==> src/rtl/seq_stream_monitor.sv <==
`default_nettype none
// ============================================================================
// Module   : seq_stream_monitor
// Purpose  : Watches an incrementing data stream. A sample equal to START
//            arms the monitor. From then on every valid sample must be the
//            previous one plus one (mod 2^WIDTH). A matching step that lands
//            on TARGET ends the run with a pass/fail verdict. MAX_ERR
//            mismatches end the run early with a fail verdict.
// Revision : 1.0 - initial release
// ----------------------------------------------------------------------------
// Ports
//   clk          in   1      clock, all state updates on posedge
//   rst_n        in   1      asynchronous active-low reset
//   clear        in   1      synchronous return to IDLE, zeroes counters
//   in_valid     in   1      in_data carries a sample this cycle
//   in_data      in   WIDTH  stream sample
//   done         out  1      verdict latched (DONE or FAIL)
//   pass         out  1      1 = clean run reached TARGET (only when done)
//   err_count    out  ERRW   mismatches seen since arming (saturating)
//   sample_count out  16     samples accepted since arming (saturating)
//   last_data    out  WIDTH  last accepted sample
// ============================================================================
module seq_stream_monitor #(
    parameter int WIDTH   = 8,
    parameter int START   = 0,
    parameter int TARGET  = 15,
    parameter int MAX_ERR = 4,
    parameter int ERRW    = 4
) (
    input  logic             clk,
    input  logic             rst_n,
    input  logic             clear,
    input  logic             in_valid,
    input  logic [WIDTH-1:0] in_data,
    output logic             done,
    output logic             pass,
    output logic [ERRW-1:0]  err_count,
    output logic [15:0]      sample_count,
    output logic [WIDTH-1:0] last_data
);

    localparam logic [WIDTH-1:0] c_start   = WIDTH'(START);
    localparam logic [WIDTH-1:0] c_target  = WIDTH'(TARGET);
    localparam logic [WIDTH-1:0] c_one     = WIDTH'(1);
    localparam logic [ERRW-1:0]  c_max_err = ERRW'(MAX_ERR);
    localparam logic [ERRW-1:0]  c_err_sat = {ERRW{1'b1}};
    localparam logic [15:0]      c_cnt_sat = 16'hFFFF;

    typedef enum logic [1:0] {
        S_IDLE  = 2'd0,
        S_TRACK = 2'd1,
        S_DONE  = 2'd2,
        S_FAIL  = 2'd3
    } state_t;

    // ------------------------------------------------------------------------
    // State and output registers
    // ------------------------------------------------------------------------
    state_t             r_state;
    logic               r_done;
    logic               r_pass;
    logic [ERRW-1:0]    r_err;
    logic [15:0]        r_cnt;
    logic [WIDTH-1:0]   r_last;

    state_t             w_state_nxt;
    logic               w_done_nxt;
    logic               w_pass_nxt;
    logic [ERRW-1:0]    w_err_nxt;
    logic [15:0]        w_cnt_nxt;
    logic [WIDTH-1:0]   w_last_nxt;

    // Helpers for the TRACK step
    logic [WIDTH-1:0]   w_expect;
    logic               w_match;
    logic [ERRW-1:0]    w_err_inc;
    logic [15:0]        w_cnt_inc;

    // Natural WIDTH-bit truncation makes the 2^WIDTH-1 -> 0 wrap a legal step.
    assign w_expect  = r_last + c_one;
    assign w_match   = (in_data == w_expect);
    assign w_err_inc = (r_err == c_err_sat) ? r_err : r_err + ERRW'(1);
    assign w_cnt_inc = (r_cnt == c_cnt_sat) ? r_cnt : r_cnt + 16'd1;

    // ------------------------------------------------------------------------
    // State register: reset acts immediately, independent of clk.
    // ------------------------------------------------------------------------
    always_ff @(posedge clk or negedge rst_n) begin
        if (!rst_n) begin
            r_state <= S_IDLE;
            r_done  <= 1'b0;
            r_pass  <= 1'b0;
            r_err   <= '0;
            r_cnt   <= '0;
            r_last  <= '0;
        end else begin
            r_state <= w_state_nxt;
            r_done  <= w_done_nxt;
            r_pass  <= w_pass_nxt;
            r_err   <= w_err_nxt;
            r_cnt   <= w_cnt_nxt;
            r_last  <= w_last_nxt;
        end
    end

    // ------------------------------------------------------------------------
    // Next-state / next-output logic. Everything holds unless changed below.
    // ------------------------------------------------------------------------
    always_comb begin
        w_state_nxt = r_state;
        w_done_nxt  = r_done;
        w_pass_nxt  = r_pass;
        w_err_nxt   = r_err;
        w_cnt_nxt   = r_cnt;
        w_last_nxt  = r_last;

        if (clear) begin
            // Clear wins over a same-cycle sample, which is simply dropped.
            w_state_nxt = S_IDLE;
            w_done_nxt  = 1'b0;
            w_pass_nxt  = 1'b0;
            w_err_nxt   = '0;
            w_cnt_nxt   = '0;
            w_last_nxt  = '0;
        end else if (in_valid) begin
            case (r_state)
                S_IDLE: begin
                    // Anything other than START is ignored while unarmed.
                    // Arming never completes a run, even when START==TARGET.
                    if (in_data == c_start) begin
                        w_state_nxt = S_TRACK;
                        w_cnt_nxt   = 16'd1;
                        w_last_nxt  = in_data;
                    end
                end

                S_TRACK: begin
                    w_cnt_nxt  = w_cnt_inc;
                    // Always follow the stream, so a mismatch resyncs tracking
                    // to the new value instead of cascading further errors.
                    w_last_nxt = in_data;
                    if (w_match) begin
                        if (in_data == c_target) begin
                            w_state_nxt = S_DONE;
                            w_done_nxt  = 1'b1;
                            w_pass_nxt  = (r_err == '0);
                        end
                    end else begin
                        // TARGET reached by a bad step is just another error.
                        w_err_nxt = w_err_inc;
                        if (w_err_inc == c_max_err) begin
                            w_state_nxt = S_FAIL;
                            w_done_nxt  = 1'b1;
                            w_pass_nxt  = 1'b0;
                        end
                    end
                end

                // Terminal states: verdict and counters frozen.
                S_DONE, S_FAIL: begin
                    w_state_nxt = r_state;
                end

                default: begin
                    w_state_nxt = S_IDLE;
                end
            endcase
        end
    end

    assign done         = r_done;
    assign pass         = r_pass;
    assign err_count    = r_err;
    assign sample_count = r_cnt;
    assign last_data    = r_last;

endmodule
`default_nettype wire

==> config.mk <==
export PLATFORM = sky130hd
export DESIGN_NAME = seq_stream_monitor
export DESIGN_NICKNAME = d
export VERILOG_FILES = /design/src/rtl/seq_stream_monitor.sv
export SDC_FILE = /design/constraint.sdc
export NUM_CORES = 1
export LEC_CHECK = 0
export BUFFER_PORTS_ARGS = -buffer_cell sky130_fd_sc_hd__buf_4
export CORE_MARGIN = 8
export CORE_UTILIZATION = 45
export CTS_CLUSTER_SIZE = 16
export DETAILED_ROUTE_END_ITERATION = 10
export PLACE_DENSITY = 0.75
export SETUP_SLACK_MARGIN = 0.5
export SLEW_MARGIN = 10
export SYNTH_ARGS = -nofsm -noshare
export SYNTH_HDL_FRONTEND = slang
export SYNTH_SLANG_ARGS = --single-unit
==> constraint.sdc <==
create_clock -name clk -period 2.9 [get_ports clk]
set_input_delay 0.29 -clock clk [delete_from_list [all_inputs] [get_ports clk]]
set_output_delay 0.29 -clock clk [all_outputs]
set_load 0.02 [all_outputs]
Yosys cells after proc, flatten, opt, wreduce, memory -nomap -nowiden
Index checks and enable logic that the tools add are counted.
{"block": "totals", "ff_bits": 32, "input_bits": 12, "output_inout_bits": 30, "wordCells": 70}
{"block": "classes", "addsub": 3, "eq_ne": 15, "muxes": 33, "reduce_logical": 13}
{"cell": "$mux W16", "count": 4}
{"cell": "$pmux W16 S2", "count": 1}
{"cell": "$mux W8", "count": 3}
{"cell": "$mux W4", "count": 5}
{"cell": "$add A16 B1 Y16 const B", "count": 1}
{"cell": "$eq A16 B16 Y1 const B", "count": 1}
{"cell": "$pmux W8 S2", "count": 1}
{"cell": "$mux W1", "count": 12}
{"cell": "$mux W2", "count": 6}
{"cell": "$add A8 B1 Y8 const B", "count": 1}
{"cell": "$eq A8 B4 Y1 const B", "count": 1}
{"cell": "$eq A8 B8 Y1", "count": 1}
{"cell": "$logic_not A8 Y1", "count": 1}
{"cell": "$ne A4 B4 Y1 const B", "count": 2}
{"cell": "$reduce_and A4 Y1", "count": 2}
{"cell": "$ne A3 B3 Y1 const B", "count": 2}
{"cell": "$reduce_and A3 Y1", "count": 2}
{"cell": "$reduce_bool A3 Y1", "count": 2}
{"cell": "$reduce_and A5 Y1", "count": 1}
{"cell": "$add A4 B1 Y4 const B", "count": 1}
{"cell": "$eq A2 B2 Y1 const B", "count": 2}
{"cell": "$eq A4 B3 Y1 const B", "count": 1}
{"cell": "$eq A4 B4 Y1 const B", "count": 1}
{"cell": "$logic_not A4 Y1", "count": 1}
{"cell": "7 further kinds", "count": 9}

Logic depth before layout (Yosys ltp)
Gate-level depths: netlist (run 1).
{"block": "logic_depth", "depth_word": 8, "ltp_mapped": 9, "mapped_depth_nobuf": 7}

Worst setup path after synthesis (run 1)
No wires, ideal clock.
{"block": "synth_timing", "path_type": "reg2reg", "startpoint": "reg r_last[0], in the netlist last_data[0]", "endpoint": "reg r_err[0], in the netlist err_count[0]", "setup_time_ns": 0.128, "t_arrival_ns": 2.013, "t_required_ns": 2.772, "slack_ns": 0.760, "stages_incl_launch_ff": 9, "path_buffers": 1, "synth_period_minus_slack_ns": 2.140, "cell_sequence": "dfrtp_1 -> ha_1 -> xnor2_1 -> xnor2_1 -> nor4_1 -> and3_1 -> buf_4 -> a21oi_1 -> mux2_1"}
{"block": "synth_via", "elab_chain_len": 4}
{"element": "from (decl)", "line_no": "64", "rtl": "logic [WIDTH-1:0] r_last;"}
{"element": "from (signal assigned)", "line_no": "102", "rtl": "r_last <= w_last_nxt;"}
{"element": "$add A8 B1 Y8", "line_no": "80", "rtl": "assign w_expect = r_last + c_one;"}
{"element": "$eq A8 B8 Y1", "line_no": "81", "rtl": "assign w_match = (in_data == w_expect);"}
{"element": "$ne A2 B2 Y1 (no line)"}
{"element": "$reduce_and A3 Y1 (no line)"}
{"element": "to (signal assigned)", "line_no": "100", "rtl": "r_err <= w_err_nxt;"}
{"element": "to (decl)", "line_no": "62", "rtl": "logic [ERRW-1:0] r_err;"}
Every way passes these cells.
A chain may end at the register's enable or synchronous reset.

Final worst setup path (run 1)
Ends and elaborated chain as after synthesis.

==> results of run 1 <==
[critical path: cells and delay by family (launching register included)]
kind | cells | cell delay, ns
XOR/XNOR | 2 | 0.31
AND/OR/NAND/NOR | 2 | 0.71
adder cells (fa/ha/maj) | 1 | 0.27
AO/OA/AOI/OAI | 1 | 0.13
flip-flops | 1 | 0.44
multiplexers | 1 | 0.33
[final timing paths]
kind                                              start                           end  cells after the start
min reg2reg                sample_count[10]$_DFFE_PN0P_  sample_count[10]$_DFFE_PN0P_                      2
max                            last_data[0]$_DFFE_PN0P_      err_count[0]$_DFFE_PN0P_                      7
min                                          in_data[2]      last_data[2]$_DFFE_PN0P_                      3
min in group asynchronous                         rst_n      last_data[5]$_DFFE_PN0P_                      2
max reg2reg                    last_data[0]$_DFFE_PN0P_      err_count[0]$_DFFE_PN0P_                      7
max in group asynchronous                         rst_n        r_state[1]$_DFFE_PN0P_                      2
[where the power goes]
part / total [W] / internal (W) / switching (W) / leakage, nW
combinational: 0.0000679 / 0.0000237 / 0.0000442 / 0.576
clock: 0.000424 / 0.000255 / 0.000169 / 0.0552
sequential: 0.000448 / 0.000447 / 0.000000832 / 0.447
total: 0.000939 / 0.000725 / 0.000214 / 1.08
[layout make-up]
type                       count  area (sq um)
sequential                    32         800.8
timing repair buffer          43         325.3
multi-input combinational    174          1167
inverter                       8         30.03
clock inverter                 2         35.03
fill                         408          1858
clock buffer                   6         72.57
tap                           52         65.06
[state kept, by name, indices dropped and copies added (netlist names)]
name	cells
sample_count	16
pass	1
done	1
err_count	4
r_state	2
last_data	8
[timing repair]
action,4_1_cts,5_1_grt
hold buffers,1,0
endpoints found under the hold margin,32,0
resized for setup,0,1
setup endpoints to repair,0,15
[layout by cell type (no fill, tap or decap), types with 3 or more instances in the layout]
cell	instances
buf_4	42
dfrtp_1	32
nand2_1	22
nand3_1	18
nor2_1	17
a21oi_1	16
mux2i_1	12
inv_1	8
xnor2_1	8
or4_1	6
clkbuf_8	5
nor4_1	4
a21o_1	4
a31oi_1	4
o211ai_1	4
o21ai_1	4
or3_1	4
ha_1	4
and4_1	3
o31ai_1	3
xor2_1	3
o21ai_0	3
[stage by stage]
step	cells	utilization
detailed placement	307	0.5440
global route	317	0.5733
global placement	307	0.5440
finish	317	0.5733
CTS	316	0.5710
floorplan	221	-
[cells by family (layout without fill, tap and decap cells)]
family | after synthesis | after routing
fa+ha+maj | 4 | 4
compound gates | 51 | 52
flops | 32 | 32
mux | 13 | 13
buf+inv | 16 | 59
simple gates | 94 | 94
xor+xnor | 11 | 11
[synthesized netlist by cell type (all sizes together) (5+ instances only)]
library cell,count
dfrtp,32
nand2,22
nand3,19
a21oi,18
nor2,17
mux2i,12
inv,8
xnor2,8
o21ai,7
or4,6
nor4,5
or3,5
[routing by layer]
| metal | global-route usage | vias up | wire length [um] |
|---|---|---|---|
| li1 | - | 909 | - |
| met1 | 0.1758 | 901 | 2264 |
| met2 | 0.2412 | 56 | 2475 |
| met3 | 0.04004 | 9 | 314 |
| met4 | 0.05272 | 0 | 81 |
| met5 | 0 | - | 0 |
==> flow_metrics.tcl, run 1 <==
set metrics [dict create \
    core-area_sq_um 4354 \
    crit_top_cell "xnor2_1" \
    grt_pass1_wl_um 8500 \
    post-route-drc-count 0 \
    antennaDiodeCount 0 \
    synth_top_area_frac 0.3929 \
    dieArea_sq_um 6939 \
    synthMuxAreaShare 0.06446 \
    ir_worst_vdd_mv 0.1855 \
    nets 280 \
    final.setup.worst_slack_ns 0.5946 \
    clk_latency_ns 0.29 \
    ys_top_cells_by_area "dfrtp_1, mux2i_1, nand3_1" \
    post_cts_buffers 0 \
    avgSynthCellArea_sq_um 9.223 \
    rows 24 \
    yosys_register_bits 32 \
    r2r_slack_ns 0.59 \
    antenna_found_initial 0 \
    gp_congestion 0.8550 \
    synth_xor_area_frac 0.04727 \
    finalHoldViolCount 0 \
    h-tree-depth 2 \
    yosys_warnings 0 \
    fmax_mhz 433.8 \
    endpoint_kind "flop" \
    post_drt_wl_per_cell_um 16.20 \
    wl_um 5135 \
    synth_edf_count 0 \
    cp_cell_sequence "ha_1, xnor2_1, xnor2_1, nor4_1, and3_2, a21oi_1, mux2_1" \
    finalMaxSlewViolations 0 \
    cp_max_fo 8 \
    ys_types 50 \
    synth-compound-area-share 0.1682 \
    clock-sinks 32 \
    hold_class "in2reg" \
    dp_hpwl_um 3597 \
    critPathArrivalTime_ns 2.47 \
    skew_ns 0.006555 \
    rsz0062_at_grt "true" \
    dp_worst_setup_slack_ns 0.6049 \
    fin_setup_tns_ns 0 \
    worst_slew_pin_slew_ns 0.6309 \
    postPlaceCellArea_sq_um 2369 \
    start_util 0.4681 \
    syn_area_sq_um 2038 \
    ant_nets 0 \
    critPathKind "reg2reg" \
    die_h_um 83.30 \
    synth_cells 221 \
    fin_hold_ws_ns 0.2872 \
    clkTransAtPathRegs_ns 0.07 \
    status "finished clean" \
    stdcell_area_sq_um 2496 \
    finalCritPeriodShare 0.7950 \
    syn_to_final_growth_pct 22.47 \
    grt_start_max_net_pins 33 \
    yosys.area.top_type "dfrtp_1" \
    cpPeakStageDelay_ns 0.44 \
    pwr_density_cell_nw_per_um2 376.3 \
    cp-start-kind "flop" \
    synth-simple-area-share 0.2634 \
    viasPerCell 5.915 \
    synthFlopType "dfrtp_1" \
    slowest_stage "dfrtp_1" \
    cts_tree "done" \
    drtIter0Drc 136 \
    clock_path_buffers 2 \
    ios 42 \
    fin_crit_ns 2.305 \
    drv_cap 0 \
    ys_async_sr_fraction 1.000 \
    vias 1875 \
    cts_buffers 5 \
    final_layout_size_suffix_gt1_frac 0.2226 \
    synth-adder-area-share 0.02455 \
    grt_pass1_vias 1764 \
    grt_usage 0.1460 \
    syn_nets 237 \
    leakagePower_nw 1.079 \
    synth_top_family_by_area "simple AND/OR/NAND/NOR gates" \
    drt_first_pass_iters 4 \
    die_x_um 83.30 \
    cp.required_ns 3.07 \
    finalPower_w 0.0009393 \
    grt_remaining_overflow 0 \
    clockRootBuffer "clkbuf_8" \
    setup-violations-final 0 \
    max_slew_margin 0.5794 \
    synth_seq_area_share 0.3929 \
    port_buffers 41 \
]
Note: power is estimated with default switching activity, not from simulation.
==> run 2: changes to the inputs <==
- clock period: 2.9 -> 2.25 ns (I/O delays scaled with it)
==> run 2 against run 1 <==
Clock-buffer cell count grew 1. Critical path type unchanged. Largest power group is now clock. Utilization is 15 points higher. Register-to-register slack got worse by 0.22 ns.
==> flow_metrics.tcl, run 2 (same netlist as run 1, synthesis figures left out) <==
set metrics [dict create \
    grt_pass1_vias 2045 \
    cp.required_ns 2.42 \
    wl_um 6484 \
    p_clk_frac 0.464 \
    grt_start_max_net_pins 33 \
    layout_common_cells "buf_4, nand2_1, nor2_1, dfrtp_1, dfrtp_2" \
    clock_path_buffers 2 \
    grt_usage 0.1694 \
    antennaDiodeCount 0 \
    largest_register_ffs 16 \
    drt_first_pass_iters 5 \
    fillers 280 \
    dp_hpwl_um 3653 \
    final_layout_size_suffix_gt1_frac 0.5329 \
    ios 42 \
    max_slew_margin 0.7086 \
    clk_latency_ns 0.29 \
    worst_slew_pin_slew_ns 0.4372 \
    dp_worst_setup_slack_ns 0.09212 \
    antenna_found_initial 0 \
    nets 319 \
    post-route-drc-count 0 \
    clock-sinks 32 \
    dieArea_sq_um 6939 \
    ant_nets 0 \
    status "finished clean" \
    core-area_sq_um 4354 \
    leakagePower_nw 1.316 \
    pwr-share-comb 0.098 \
    endpoint_kind "flop" \
    fmax_mhz 533.7 \
    finalMaxSlewViolations 0 \
    fin_crit_ns 1.874 \
    setup-violations-final 0 \
    path_buf_inv 0 \
    finalHoldViolCount 0 \
    post_drt_wl_per_cell_um 18.21 \
    critPathKind "reg2reg" \
    start_util 0.4681 \
    grt_remaining_overflow 0 \
    drv_cap 0 \
    slowest_stage "dfrtp_2" \
    die_x_um 83.30 \
    drtIter0Drc 145 \
    cts_tree "done" \
    syn_to_final_growth_pct 54.82 \
    internal_power_w 0.001019 \
    fin_hold_ws_ns 0.2373 \
    gp_congestion 0.8052 \
    cts_buffers 5 \
    critPathArrivalTime_ns 2.05 \
    cp-start-kind "flop" \
    hold_class "in2reg" \
    rsz0062_at_grt "true" \
    cp_max_fo 4 \
    ir_worst_vdd_mv 0.2441 \
    critPathTopFamily "simple AND/OR/NAND/NOR gates" \
    crit_top_cell "xnor2_1" \
    fin_setup_tns_ns 0 \
    power_frac_seq 0.438 \
    h-tree-depth 2 \
    cpPeakStageDelay_ns 0.43 \
    final.setup.worst_slack_ns 0.3762 \
    viasPerCell 5.941 \
    p_sw_frac 0.2260 \
    clkTransAtPathRegs_ns 0.07 \
    finalCritPeriodShare 0.8328 \
    rows 24 \
    pwr_density_cell_nw_per_um2 417.0 \
    clockRootBuffer "clkbuf_8" \
    vias 2115 \
    die_h_um 83.30 \
    port_buffers 41 \
    p_switching_w 0.0002975 \
    grt_pass1_wl_um 9853 \
    skew_ns 0.007933 \
    cp_cell_sequence "ha_4, xnor2_1, xnor2_1, nor4_4, and3_4, a21oi_4, mux2_4" \
    layout_commonest_cell "buf_4" \
]
run 2: cell types whose count changed in the layout (fill, tap and decap cells not counted), sizes merged:
cell | previous run | this run
buf | 42 | 81
clkinv | 1 | 0
clkbuf | 6 | 7
run 2: path summary, 6_finish.rpt:
| kind | cells after the start | slack [ns] | to | from |
|---|---|---|---|---|
| hold reg to reg | 2 | 0.59 | last_data[7]$_DFFE_PN0P_ | last_data[7]$_DFFE_PN0P_ |
| setup reg to reg | 7 | 0.38 | err_count[0]$_DFFE_PN0P_ | last_data[1]$_DFFE_PN0P_ |
| min in group asynchronous | 2 | 0.42 | err_count[0]$_DFFE_PN0P_ | rst_n |
| hold / removal | 3 | 0.24 | last_data[2]$_DFFE_PN0P_ | in_data[2] |
| max in group asynchronous | 2 | 1.50 | last_data[1]$_DFFE_PN0P_ | rst_n |
| setup / recovery | 7 | 0.38 | err_count[0]$_DFFE_PN0P_ | last_data[1]$_DFFE_PN0P_ |
run 2: power groups by stage:
stage          clock network, W  logic (W)  registers (W)
2_1_floorplan                 0  0.0000425       0.000589
3_3_place_gp                  0  0.0000880       0.000588
3_5_place_dp                  0  0.0000893       0.000588
4_1_cts                0.000622   0.000111       0.000577
5_1_grt                0.000642   0.000138       0.000576
6_report               0.000610   0.000129       0.000577
run 2: worst reg2reg max path: stages (launching register included):
cell     delay, ns
dfrtp_2       0.43
ha_4          0.18
xnor2_1       0.19
xnor2_1       0.12
nor4_4        0.19
and3_4        0.28
a21oi_4       0.08
mux2_4        0.30
run 2: cell type report:
| class | count | area, sq um | share of cell area |
|---|---|---|---|
| multi-input combinational | 174 | 1449 | 0.4592 |
| sequential | 32 | 820.8 | 0.2601 |
| timing repair buffer | 82 | 664.4 | 0.2105 |
| clock buffer | 7 | 96.34 | 0.03053 |
| tap | 52 | 65.06 | 0.02062 |
| clock inverter | 1 | 30.03 | 0.009516 |
| inverter | 8 | 30.03 | 0.009516 |
run 2: routing by layer:
| metal | GRT usage | up-vias | share of wire |
|---|---|---|---|
| li1 | - | 985 | - |
| met1 | 0.2034 | 1043 | 0.43 |
| met2 | 0.2673 | 72 | 0.49 |
| met3 | 0.04980 | 15 | 0.056 |
| met4 | 0.08626 | 0 | 0.022 |
| met5 | 0 | - | 0 |
run 2: stage by stage:
stage | instances | instance area, sq um | total power, W | utilization
3_3_place_gp | 312 | 2462 | 0.0006757 | 0.5655
3_5_place_dp | 312 | 2462 | 0.0006771 | 0.5655
5_1_grt | 356 | 3156 | 0.001356 | 0.7247
6_report | 356 | 3156 | 0.001316 | 0.7247
2_1_floorplan | 221 | 2098 | 0.0006310 | -
4_1_cts | 349 | 2925 | 0.001310 | 0.6718
run 2: what timing repair did:
| action | 4_1_cts | 5_1_grt |
|---|---|---|
| setup endpoints to repair | 23 | 24 |
| resized for setup | 25 | 43 |
| pin swaps | 19 | 24 |
| endpoints found under the hold margin | 32 | 0 |
| buffers inserted | 27 | 7 |
| hold buffers | 1 | 0 |
| cloned | 1 | 0 |
